[config.mk]
export PLATFORM = sky130hd
export DESIGN_NAME = clk_div_bank
export DESIGN_NICKNAME = d
export VERILOG_FILES = /design/src/rtl/clk_div_pkg.sv /design/src/rtl/clk_div_channel.sv /design/src/rtl/clk_div_bank.sv
export SDC_FILE = /design/constraint.sdc
export NUM_CORES = 1
export LEC_CHECK = 0
export ABC_AREA = 0
export CAP_MARGIN = 20
export CORE_MARGIN = 10
export CORE_UTILIZATION = 33
export DETAILED_ROUTE_END_ITERATION = 10
export HOLD_SLACK_MARGIN = 0.1
export PLACE_DENSITY = 0.56
export SKIP_CTS_REPAIR_TIMING = 1
export SLEW_MARGIN = 25
export SYNTH_ARGS = -nofsm -noshare
export SYNTH_HDL_FRONTEND = slang
export SYNTH_HIERARCHICAL = 1
export SYNTH_SLANG_ARGS = --single-unit
[constraint.sdc]
create_clock -name clk -period 2.2 [get_ports clk]
set_clock_uncertainty 0.15 [all_clocks]
set_input_delay 0.44 -clock clk [delete_from_list [all_inputs] [get_ports clk]]
set_output_delay 0.44 -clock clk [all_outputs]
set_load 0.01 [all_outputs]
[src/rtl/clk_div_pkg.sv]
// Shared constants and helpers for the clock divider bank.
// Latency: n/a (package only).
// Backpressure: n/a.
//  DIV_W_DEF / NUM_CH_DEF / DEFAULT_DIV_DEF : default parameter values
//  DIV_STOP                                 : divisor value that stops a channel
//  ch_width(n)                              : channel index width, never below 1
package clk_div_pkg;

    localparam int DIV_W_DEF       = 8;
    localparam int NUM_CH_DEF      = 4;
    localparam int DEFAULT_DIV_DEF = 12;
    localparam int DIV_STOP        = 0;

    function automatic int ch_width(input int n);
        return (n > 1) ? $clog2(n) : 1;
    endfunction

endpackage

[src/rtl/clk_div_channel.sv]
// One programmable divider: 50% square wave with half-period div, plus rising-edge tick.
// Latency: outputs are registered; a toggle appears on the edge where cnt reaches div-1.
// Backpressure: none; divisor writes are always accepted (pending until the next toggle).
//  clk, rst_n : system clock, async active-low reset
//  en, sync   : count enable, phase restart (sync wins over en)
//  we, div_in : divisor write strobe and value (0 stops the channel)
//  clk_out, tick, busy : divided clock, 1-cycle rise pulse, divisor pending
module clk_div_channel
    import clk_div_pkg::*;
#(
    parameter int DIV_W       = DIV_W_DEF,
    parameter int DEFAULT_DIV = DEFAULT_DIV_DEF
) (
    input  logic             clk,
    input  logic             rst_n,
    input  logic             en,
    input  logic             sync,
    input  logic             we,
    input  logic [DIV_W-1:0] div_in,
    output logic             clk_out,
    output logic             tick,
    output logic             busy
);

    logic [DIV_W-1:0] r_div;
    logic [DIV_W-1:0] r_cnt;
    logic [DIV_W-1:0] r_pend;
    logic             r_busy;
    logic             r_clk;
    logic             r_tick;

    logic w_stopped;
    logic w_last;
    logic w_pend_stop;

    assign w_stopped   = (r_div == DIV_W'(DIV_STOP));
    // Only evaluated while running, so r_div >= 1 and div-1 cannot wrap.
    assign w_last      = (r_cnt == r_div - DIV_W'(1));
    assign w_pend_stop = (r_pend == DIV_W'(DIV_STOP));

    always_ff @(posedge clk or negedge rst_n) begin
        if (!rst_n) begin
            r_div  <= DIV_W'(DEFAULT_DIV);
            r_cnt  <= '0;
            r_pend <= '0;
            r_busy <= 1'b0;
            r_clk  <= 1'b0;
            r_tick <= 1'b0;
        end else if (sync) begin
            // Restart in phase; anything pending (or written now) takes effect at once.
            r_cnt  <= '0;
            r_clk  <= 1'b0;
            r_tick <= 1'b0;
            r_busy <= 1'b0;
            if (we) begin
                r_div <= div_in;
            end else if (r_busy) begin
                r_div <= r_pend;
            end
        end else if (w_stopped) begin
            // A stopped channel has no phase to protect, so writes load directly.
            r_cnt  <= '0;
            r_clk  <= 1'b0;
            r_tick <= 1'b0;
            if (we) begin
                r_div <= div_in;
            end
        end else begin
            r_tick <= 1'b0;
            if (en) begin
                if (w_last) begin
                    r_cnt <= '0;
                    if (r_busy) begin
                        r_div  <= r_pend;
                        r_busy <= 1'b0;
                    end
                    if (r_busy && w_pend_stop) begin
                        r_clk <= 1'b0;
                    end else begin
                        r_clk  <= ~r_clk;
                        r_tick <= ~r_clk;
                    end
                end else begin
                    r_cnt <= r_cnt + DIV_W'(1);
                end
            end
            // Placed last so a write on a toggle edge stays pending for the next one.
            if (we) begin
                r_pend <= div_in;
                r_busy <= 1'b1;
            end
        end
    end

    assign clk_out = r_clk;
    assign tick    = r_tick;
    assign busy    = r_busy;

endmodule

[src/rtl/clk_div_bank.sv]
// Bank of NUM_CH independent programmable clock dividers sharing one system clock.
// Latency: cfg_err one cycle after the bad write; divisor changes land at the next toggle.
// Backpressure: none; writes to a valid channel are always taken, invalid ones dropped.
//  clk, rst_n        : system clock, async active-low reset
//  en, sync          : global count enable, global phase restart
//  cfg_we/ch/div     : divisor write strobe, channel index, half-period (0 = stop)
//  cfg_err           : 1-cycle pulse for a write to a nonexistent channel
//  clk_out/tick/busy : per-channel divided clock, rise pulse, divisor pending
module clk_div_bank
    import clk_div_pkg::*;
#(
    parameter int NUM_CH      = NUM_CH_DEF,
    parameter int DIV_W       = DIV_W_DEF,
    parameter int DEFAULT_DIV = DEFAULT_DIV_DEF,
    parameter int CH_W        = ch_width(NUM_CH)
) (
    input  logic              clk,
    input  logic              rst_n,
    input  logic              en,
    input  logic              sync,
    input  logic              cfg_we,
    input  logic [CH_W-1:0]   cfg_ch,
    input  logic [DIV_W-1:0]  cfg_div,
    output logic              cfg_err,
    output logic [NUM_CH-1:0] clk_out,
    output logic [NUM_CH-1:0] tick,
    output logic [NUM_CH-1:0] busy
);

    logic              w_ch_ok;
    logic [NUM_CH-1:0] w_we;
    logic              r_cfg_err;

    // Compare in int so a non-power-of-two channel count decodes correctly.
    assign w_ch_ok = (int'(cfg_ch) < NUM_CH);

    always_ff @(posedge clk or negedge rst_n) begin
        if (!rst_n) begin
            r_cfg_err <= 1'b0;
        end else begin
            r_cfg_err <= cfg_we && !w_ch_ok;
        end
    end

    assign cfg_err = r_cfg_err;

    for (genvar gi = 0; gi < NUM_CH; gi++) begin : g_ch
        assign w_we[gi] = cfg_we && w_ch_ok && (cfg_ch == CH_W'(gi));

        clk_div_channel #(
            .DIV_W       (DIV_W),
            .DEFAULT_DIV (DEFAULT_DIV)
        ) u_ch (
            .clk     (clk),
            .rst_n   (rst_n),
            .en      (en),
            .sync    (sync),
            .we      (w_we[gi]),
            .div_in  (cfg_div),
            .clk_out (clk_out[gi]),
            .tick    (tick[gi]),
            .busy    (busy[gi])
        );
    end

endmodule
==> flow_metrics.py, run 1 <==
metrics = {
    "run_status": {
        "outcome": "complete, but fails checks",
        "violations": "negative setup slack",
    },
    "floorplan": {
        "die_w_microns": 160,
        "initial_utilization": 0.333,
        "io_pins": 28,
        "die_h_microns": 160,
        "die-area_sq_mm": 0.0256,
        "std_cell_rows": 51,
        "core_region_area_sq_mm": 0.0194,
    },
    "pwr": {
        "p_sw_frac": 0.387,
        "power_mw": 10.4,
        "pwr-share-clk": 0.151,
        "seqPwrFrac": 0.312,
        "peakVddDrop_mv": 0.599,
        "comb_power_share": 0.537,
        "power-per-cell-area_mw_per_mm2": 1100,
        "p_int_mw": 6.35,
        "leakage_nw": 3.83,
        "switching_power_mw": 4.01,
    },
    "logic_synthesis": {
        "synth_edf_count": 0,
        "synth_top_area_share": 0.387,
        "postSynth.asyncResetShare": 1.00,
        "synth_warnings": 6,
        "synth-seq-cells": 108,
        "syn_inst": 681,
        "yosysMostFrequentCell": "dfrtp_1",
        "seq_area_frac_synth": 0.419,
        "yosys.area.top_type": "dfrtp_1",
        "avgSynthCellArea_sq_um": 9.50,
        "synthFlopType": "dfrtp_1",
        "ys_top_cells_by_area": "dfrtp_1 39%, mux2_2 5.6%, nand2_1 4.5%, o2bb2ai_1 4.3%, a21oi_1 4.1%",
        "synth.cell_area_sq_mm": 0.00647,
        "syn_nets": 708,
        "synth_common_cells": "100 x dfrtp_1, 77 x nand2_1, 69 x nor2_1, 53 x a21oi_1",
        "ys_types": 52,
    },
    "setup_path": {
        "slowest_stage": "or4_4",
        "criticalPathCategory": "flop to flop",
        "critPathRequiredTime_ns": 2.34,
        "arrival_ns": 2.59,
        "r2r_slack_ns": -0.25,
        "worst_setup_path_end_kind": "flop",
        "critPathLaunch": "g_ch[3].u_ch/r_div[0]",
        "cp-endpoint": "g_ch[3].u_ch/r_div[2]",
        "worst_path_most_repeated_cell": "buf_6",
        "cp_max_fo": 8,
        "crit_chain": "buf_6, or4_4, a31oi_4, o31ai_4, a2111oi_4, buf_6, o21bai_4, o2bb2ai_2",
        "cp-start-kind": "flop",
        "rr_endpoint": "g_ch[3].u_ch/r_div[2]",
        "r2r.worst_path.cells": 8,
        "r2r-start": "g_ch[3].u_ch/r_div[0]",
        "crit_path_max_incr_delay_ns": 0.48,
    },
    "cts": {
        "clk_latency_ns": 0.36,
        "cts.htree.levels": 3,
        "clock_path_buffers": 2,
        "cts.sinks": 108,
        "cts-root-buf": "clkbuf_16",
        "cts_buffers": 9,
        "cts_tree": "yes",
        "cts.reportedPaths.clkPinSlew_ns": 0.07,
    },
    "run": {
        "drv_cap": 0,
    },
    "global_route": {
        "grt_pass1_wl_microns": 29200,
        "use_met2": 0.230,
        "grt_use_total": 0.137,
        "grt_use_met3": 0.0206,
        "gr-total-overflow": 0,
        "grt.met1_usage": 0.176,
        "grt_start_max_net_pins": 30,
        "grt_pass1_vias": 5786,
        "antenna_found_initial": 0,
        "busiest_layer": "met2",
    },
    "detailed_routing": {
        "via_count": 5937,
        "vias_per_cell": 5.33,
        "first_pass_iters": 5,
        "detail-route-antenna-nets": 0,
        "drc": 0,
        "drt_wl_total_microns": 19000,
        "drtIter0Drc": 368,
        "wl_per_cell_microns": 17.1,
    },
    "timing": {
        "fin_ws_ns": -0.250,
        "hold_violations": 0,
        "fmax_ghz": 0.408,
        "period_minus_slack_ns": 2.45,
        "worst_pin_slew_ns": 0.530,
        "rsz0062_at_grt": "yes",
        "finalCritPeriodShare": 1.11,
        "setup_viol_count_final": 79,
        "final_max_slew_viol_count": 0,
        "max_slew_margin": 0.646,
        "hold_slack_ns": 0.372,
    },
    "finish": {
        "final_util": 0.485,
        "n_antenna_cell": 0,
        "fin_cells": 1114,
        "drive_above_1_share": 0.425,
        "area_growth_syn_to_layout_pct": 45.5,
        "fin_nets": 871,
    },
    "hold_path": {
        "worstHoldPathType": "flop to flop",
    },
    "place": {
        "port-buffer-count": 26,
        "hpwl_microns": 13200,
        "gp_congestion": 0.858,
        "place_inst": 1080,
    },
}
-- how the worst min path moves through the flow --
stage               depth (start not counted)                     to  slack [ns]                  start
global route                                1  g_ch[3].u_ch/r_div[3]        0.39  g_ch[3].u_ch/r_div[3]
floorplan                                   0      g_ch[0].u_ch/busy      -0.006                  rst_n
CTS                                         1  g_ch[2].u_ch/r_cnt[3]       -0.15                  rst_n
global placement                            1  g_ch[2].u_ch/r_div[1]        0.25                  rst_n
finish                                      1  g_ch[3].u_ch/r_div[3]        0.37  g_ch[3].u_ch/r_div[3]
detailed placement                          1      g_ch[2].u_ch/tick        0.24                  rst_n
-- power groups by stage --
stage | sequential, mW | combinational [mW] | clock [mW]
6_report | 3.23 | 5.57 | 1.56
5_1_grt | 3.31 | 6.01 | 1.69
4_1_cts | 3.17 | 4.29 | 1.61
3_5_place_dp | 3.20 | 4.26 | 0
3_3_place_gp | 3.18 | 4.14 | 0
2_1_floorplan | 3.05 | 2.63 | 0
-- cells by family (layout without fill, tap and decap cells) --
| group | Yosys count | count (layout) | synth area share |
|---|---|---|---|
| simple gates | 259 | 259 | 0.200 |
| compound gates | 185 | 185 | 0.217 |
| flops | 108 | 108 | 0.419 |
| buf+inv | 41 | 209 | 0.0251 |
| xor+xnor | 39 | 39 | 0.0528 |
| mux | 36 | 36 | 0.0619 |
| fa+ha+maj | 12 | 12 | 0.0232 |
| other cells | 1 | 1 | 0.000580 |
-- per-stage QoR --
stage | cell area (sq um) | TNS, ns | setup WS (ns)
6_report | 9410 | -10.52 | -0.250
5_1_grt | 9410 | -17.60 | -0.306
4_1_cts | 8420 | -8.19 | -0.223
3_5_place_dp | 8150 | -8.21 | -0.206
3_3_place_gp | 8150 | -5.43 | -0.138
2_1_floorplan | 6620 | -2.71 | -0.135
-- critical path: cells and delay by family (launching register included) --
kind	cells	cell delay (ns)
flops	1	0.42
simple gates	1	0.48
compound gates	5	1.01
buf+inv	2	0.33
-- cell type report --
class	count	area, sq um
Fill cell	1799	9990
Sequential cell	108	2720
Clock inverter	6	47.5
Multi-Input combinational cell	532	4510
Tap cell	265	332
Clock buffer	10	229
Inverter	16	60.1
Timing Repair Buffer	177	1520
-- per-layer routing --
metal,wire length (microns),part of all wire,vias up
met5,0,0,-
li1,-,-,2842
met2,9690,0.51,91
met3,461,0.024,19
met4,267,0.014,0
met1,8570,0.45,2985
-- cell usage in the layout (no fill, tap or decap), drive strengths merged, types with 4 or more instances in the layout --
cell / Yosys / layout
buf: 5 / 151
dfrtp: 100 / 100
nand2: 77 / 77
nor2: 69 / 69
a21oi: 53 / 53
mux2: 32 / 32
o2bb2ai: 32 / 32
clkdlybuf4s50: 0 / 25
xnor2: 23 / 23
a211oi: 19 / 19
or3: 18 / 18
inv: 16 / 18
nor4: 17 / 17
o21ai: 17 / 17
xor2: 16 / 16
a21o: 16 / 16
nor3: 13 / 13
ha: 12 / 12
nand3: 11 / 11
clkbuf: 20 / 10
nor3b: 9 / 9
and3: 9 / 9
o21bai: 8 / 8
dfstp: 8 / 8
or4: 8 / 8
o31ai: 8 / 8
a31oi: 8 / 8
nand2b: 6 / 6
a2111oi: 5 / 5
a211o: 5 / 5
nand4: 4 / 4
nand4bb: 4 / 4
nand3b: 4 / 4
mux2i: 4 / 4
nor4b: 4 / 4
a311oi: 4 / 4
-- sequential cells by signal, summed over array words and instances, names as in the netlist --
register / flops
g_ch.u_ch/busy: 4
g_ch.u_ch/r_pend: 32
g_ch.u_ch/clk_out: 4
g_ch.u_ch/r_div: 32
g_ch.u_ch/tick: 4
g_ch.u_ch/r_cnt: 32
No activity file was read; power rests on OpenSTA's default activity.
==> run 2: changes to the inputs <==
--- a/config.mk
+++ b/config.mk
@@ -11,6 +11,7 @@
 export CORE_UTILIZATION = 33
 export DETAILED_ROUTE_END_ITERATION = 10
 export HOLD_SLACK_MARGIN = 0.1
+export MAX_ROUTING_LAYER = met4
 export PLACE_DENSITY = 0.56
 export SKIP_CTS_REPAIR_TIMING = 1
 export SLEW_MARGIN = 25
==> run 2 against run 1 <==
Utilization increased by 0.12 points. Sequential share of layout area down 0.073 points. The run still ends with negative setup slack left. Flip-flop and latch count unchanged. Global-route usage rose by 0.40 points. Highest routed layer unchanged. Via count grew 0.62%. Clock power about the same. Register-to-register slack hardly changed. Clock-buffer cell count unchanged. Largest cell class unchanged. Wire length up 0.13%.
==> flow_metrics.py, run 2 (synthesis gave the netlist of run 1 again) <==
metrics = {
    "global_route": {
        "grt_use_total": 0.141,
        "antenna_found_initial": 0,
        "grt_pass1_vias": 5783,
        "grt_start_max_net_pins": 30,
        "grt_pass1_wl_microns": 29200,
        "gr-total-overflow": 0,
    },
    "place": {
        "hpwl_microns": 13200,
        "port-buffer-count": 26,
        "place_inst": 1080,
        "gp_congestion": 0.870,
    },
    "floorplan": {
        "die_w_microns": 160,
        "std_cell_rows": 51,
        "core_region_area_sq_mm": 0.0194,
        "die_h_microns": 160,
        "initial_utilization": 0.333,
        "io_pins": 28,
        "die-area_sq_mm": 0.0256,
    },
    "setup_path": {
        "r2r-start": "g_ch[3].u_ch/r_div[0]",
        "criticalPathCategory": "flop to flop",
        "r2r_slack_ns": -0.25,
        "critPathRequiredTime_ns": 2.34,
        "r2r.worst_path.cells": 8,
        "rr_endpoint": "g_ch[3].u_ch/r_div[2]",
        "worst_setup_path_end_kind": "flop",
        "cp_max_fo": 8,
        "cp-start-kind": "flop",
        "arrival_ns": 2.59,
    },
    "timing": {
        "finalCritPeriodShare": 1.12,
        "worst_pin_slew_ns": 0.541,
        "final_max_slew_viol_count": 0,
        "fmax_ghz": 0.408,
        "hold_violations": 0,
        "period_minus_slack_ns": 2.45,
        "max_slew_margin": 0.638,
        "fin_ws_ns": -0.254,
        "setup_viol_count_final": 80,
        "rsz0062_at_grt": "yes",
    },
    "detailed_routing": {
        "wl_per_cell_microns": 17.1,
        "drtIter0Drc": 387,
        "drt_wl_total_microns": 19000,
        "detail-route-antenna-nets": 0,
        "first_pass_iters": 5,
        "vias_per_cell": 5.36,
        "drc": 0,
        "via_count": 5974,
    },
    "hold_path": {
        "worstHoldPathType": "flop to flop",
        "min_path_cells": 1,
        "min_from": "g_ch[3].u_ch/r_div[3]",
        "min_to": "g_ch[3].u_ch/r_div[3]",
    },
    "finish": {
        "num-fill-cells": 1788,
        "area_growth_syn_to_layout_pct": 45.9,
        "fin_cells": 1115,
        "final_util": 0.486,
        "ff_latch_area_sq_mm": 0.00272,
        "drive_above_1_share": 0.429,
        "multiInputGateArea_sq_mm": 0.00452,
        "fin_nets": 872,
        "top_regs": "g_ch.u_ch/r_cnt x32, g_ch.u_ch/r_div x32, g_ch.u_ch/r_pend x32",
        "final_cell_mix": "130 x buf_4, 96 x dfrtp_1, 77 x nand2_1",
        "n_antenna_cell": 0,
        "layout_commonest_cell": "buf_4",
    },
    "cts": {
        "clk_latency_ns": 0.37,
        "cts_tree": "yes",
        "cts_buffers": 9,
        "cts.reportedPaths.clkPinSlew_ns": 0.07,
        "clock_path_buffers": 2,
        "cts.sinks": 108,
        "cts-root-buf": "clkbuf_16",
        "cts.htree.levels": 3,
    },
    "pwr": {
        "comb_power_share": 0.537,
        "pwr-share-clk": 0.151,
        "p_int_mw": 6.36,
        "leakage_nw": 3.84,
        "switching_power_mw": 4.01,
        "p_sw_frac": 0.387,
        "power-per-cell-area_mw_per_mm2": 1100,
        "seqPwrFrac": 0.312,
        "peakVddDrop_mv": 0.596,
        "power_mw": 10.4,
    },
    "run_status": {
        "outcome": "complete, but fails checks",
        "violations": "negative setup slack",
    },
    "run": {
        "drv_cap": 0,
    },
}
-- run 2: metal layers --
layer	vias to the layer above	GRT usage	routed length, microns
met3	22	0.0188	413
met1	3009	0.177	8590
met5	-	-	0
met2	99	0.230	9720
li1	2844	-	-
met4	0	0.0467	299
-- run 2: how the worst max path moves through the flow --
stage	from	to	slack (ns)	cells after the start
finish	g_ch[3].u_ch/r_div[0]	g_ch[3].u_ch/r_div[2]	-0.25	8
global route	g_ch[3].u_ch/r_div[0]	g_ch[3].u_ch/r_div[2]	-0.31	8
CTS	g_ch[3].u_ch/r_div[0]	g_ch[3].u_ch/r_cnt[6]	-0.22	9
detailed placement	g_ch[3].u_ch/r_div[0]	g_ch[3].u_ch/r_cnt[3]	-0.21	9
global placement	en	g_ch[0].u_ch/r_div[6]	-0.14	7
floorplan	g_ch[3].u_ch/r_div[2]	g_ch[3].u_ch/r_cnt[2]	-0.13	7
-- run 2: final cells by class --
| type | count | area share |
|---|---|---|
| Inverter | 16 | 0.00636 |
| Sequential cell | 108 | 0.288 |
| Clock buffer | 10 | 0.0243 |
| Timing Repair Buffer | 178 | 0.162 |
| Tap cell | 265 | 0.0351 |
| Clock inverter | 6 | 0.00504 |
| Multi-Input combinational cell | 532 | 0.479 |
-- run 2: critical path, stage by stage (launching register included) --
cell       delay [ns]
dfrtp_1          0.42
buf_6            0.13
or4_4            0.48
a31oi_4          0.17
o31ai_4          0.13
a2111oi_4        0.41
buf_6            0.20
o21bai_4         0.13
o2bb2ai_2        0.16
-- run 2: stage by stage --
stage / hold slack, ns / TNS, ns / area, sq um / setup WS, ns
final: 0.372 / -10.24 / 9440 / -0.254
after global routing: 0.391 / -17.88 / 9440 / -0.315
after CTS: -0.146 / -8.19 / 8420 / -0.223
after detailed placement: 0.245 / -8.21 / 8150 / -0.206
after global placement: 0.246 / -5.43 / 8150 / -0.138
after floorplan: -0.00559 / -2.71 / 6620 / -0.135
-- run 2: power by group through the flow --
stage | registers (mW) | logic (mW) | clock network, mW
after floorplan | 3.05 | 2.63 | 0
after CTS | 3.17 | 4.29 | 1.61
after global placement | 3.18 | 4.14 | 0
after detailed placement | 3.20 | 4.26 | 0
final | 3.24 | 5.57 | 1.57
after global routing | 3.31 | 6.01 | 1.68
==> RTL change (flow settings as in run 1) <==
The package constant `NUM_CH_DEF` goes from 4 to 3.
--- a/src/rtl/clk_div_pkg.sv
+++ b/src/rtl/clk_div_pkg.sv
@@ -8,5 +8,5 @@
 
     localparam int DIV_W_DEF       = 8;
-    localparam int NUM_CH_DEF      = 4;
+    localparam int NUM_CH_DEF      = 3;
     localparam int DEFAULT_DIV_DEF = 12;
     localparam int DIV_STOP        = 0;
Interface: changed (resized busy, clk_out and tick); port bits go from 28 to 25. No check against the original RTL was run, so the function may have changed too.
==> RTL change against run 1 <==
The run still ends with setup timing left. Non-clock buffer count fell by 57. Worst setup slack improved by 0.13 ns. Critical path depth fell by 1. Sequential power fell by 24%. Cell area fell by 26%. Die area fell by 22%. Sequential cell count fell by 26. Power fell by 25%. Area after synthesis fell by 25%. Sequential share of layout area rose by 0.63 points. Wire length fell by 28%. Core utilization fell by 0.22 points. Final cell count fell by 27%. Combinational power fell by 33%. Critical path type unchanged. Largest power group unchanged.
==> RTL change: results <==
[run_status]
status = finished, violations left
violations = setup timing

[detailed_routing]
drt_iter0_drc = 294
drt_first_pass_iters = 4
totalWireLength_um = 13700
vias = 4312

[cells_and_area]
drive_above_1_share_pct = 39.9
n_antenna_cell = 0
top_regs = g_ch.u_ch/r_cnt (24), g_ch.u_ch/r_div (24), g_ch.u_ch/r_pend (24)
instances_no_fill = 810
nNetsFinal = 645
fill_cells = 1308

[timing]
setup_violations = 44
hold_slack_ns = 0.376
fin_setup_tns_ns = -3.15
worst_slack_ns = -0.124
worstMarginPinSlew_ns = 0.521

[critical_path]
worstRegToRegCells = 7
crit_fanout = 7
reg2reg_from = g_ch[0].u_ch/r_div[1]$_DFFE_PN0P_
cp.arrival_ns = 2.41
crit_family = simple AND/OR/NAND/NOR gates
cpPeakStageDelay_ns = 0.57
cpMaxStageDelayCell = or4_4
cp-startpoint = g_ch[0].u_ch/r_div[1]$_DFFE_PN0P_

[power_and_ir_drop]
fin_total_pwr_mw = 7.80
ir_worst_vdd_mv = 0.718
power.leakage_nw = 2.84

[synth]
yosys-top-cells-area = dfrtp_1 39%, mux2_2 5.6%, nand2_1 4.3%
synthArstFlopShare_pct = 100
seq_area_frac_synth_pct = 42.5
synth_cell_types = 46
synth_flop_cell = dfrtp_1
syn_inst = 508
syn_nets = 532
ys_top_cells_by_count = 76 x dfrtp_1, 56 x nand2_1, 51 x nor2_1

[global_routing]
grt_use_total_pct = 12.9
grt_max_degree = 38
antenna_found_initial = 0
grtUsageMet3_pct = 3.29
met2_usage_pct = 20.8
grt_first_pass_wirelength_um = 21300
use_met1_pct = 16.8

[hold_path]
min_path_type = flip-flop to flip-flop
min-delay-start = g_ch[2].u_ch/r_div[3]$_DFFE_PN1P_
hold_depth = 1

[clocking]
path_clk_slew_ns = 0.07

[placed_design]
placed_area_um2 = 6020
numPortBuffers = 24
place_congestion = 0.822
place_hpwl_um = 9500
place_ws_ns = -0.213
place_inst = 787
## RTL change: cell count changes after synthesis, sizes merged, moves of 5 or more
cell     delta
a21oi      -15
dfrtp      -24
mux2        -8
nand2      -21
nor2       -18
nor4        -6
o21ai       -5
o2bb2ai     -8
xnor2       -5
## RTL change: kinds of logic after synthesis
kind of cell	after synthesis	synth area share, %
buffers and inverters	30	2.37
adders and majority gates	9	2.32
DFF	82	42.5
muxes	27	6.19
xor gates and xnor gates	30	5.42
AOI/OAI and AO/OA	138	21.3
and+or+nand+nor	192	19.9
## RTL change: path summary, 6_finish.rpt
path | endpoint
setup / recovery | g_ch[0].u_ch/clk_out$_DFFE_PN0P_
hold / removal | g_ch[2].u_ch/r_div[3]$_DFFE_PN1P_
setup reg to reg | g_ch[0].u_ch/clk_out$_DFFE_PN0P_
hold reg to reg | g_ch[2].u_ch/r_div[3]$_DFFE_PN1P_
max in group asynchronous | g_ch[0].u_ch/r_div[2]$_DFFE_PN1P_
min in group asynchronous | g_ch[2].u_ch/r_cnt[2]$_DFFE_PN0P_
## RTL change: report_power, final
| group | internal (mW) | switching (mW) | leakage [nW] |
|---|---|---|---|
| clock network | 0.900 | 0.677 | 0.153 |
| logic | 2.01 | 1.73 | 1.64 |
| registers | 1.96 | 0.517 | 1.04 |
| total | 4.87 | 2.92 | 2.84 |
## RTL change: final cells by class
cell class                 count  area [um2]  share of cell area, %
clock buffer                   9         225                   3.22
sequential                    82        2060                   29.5
clock inverter                 7        81.3                   1.16
multi-input combinational    396        3310                   47.4
tap                          184         230                   3.29
timing repair buffer         120        1040                   14.8
inverter                      12        45.0                  0.644
## RTL change: routing by layer
layer | part of all wire [%] | wire length, um
met1 | 46 | 6250
met5 | 0 | 0
met4 | 0.90 | 123
met3 | 3.1 | 425
met2 | 50 | 6860
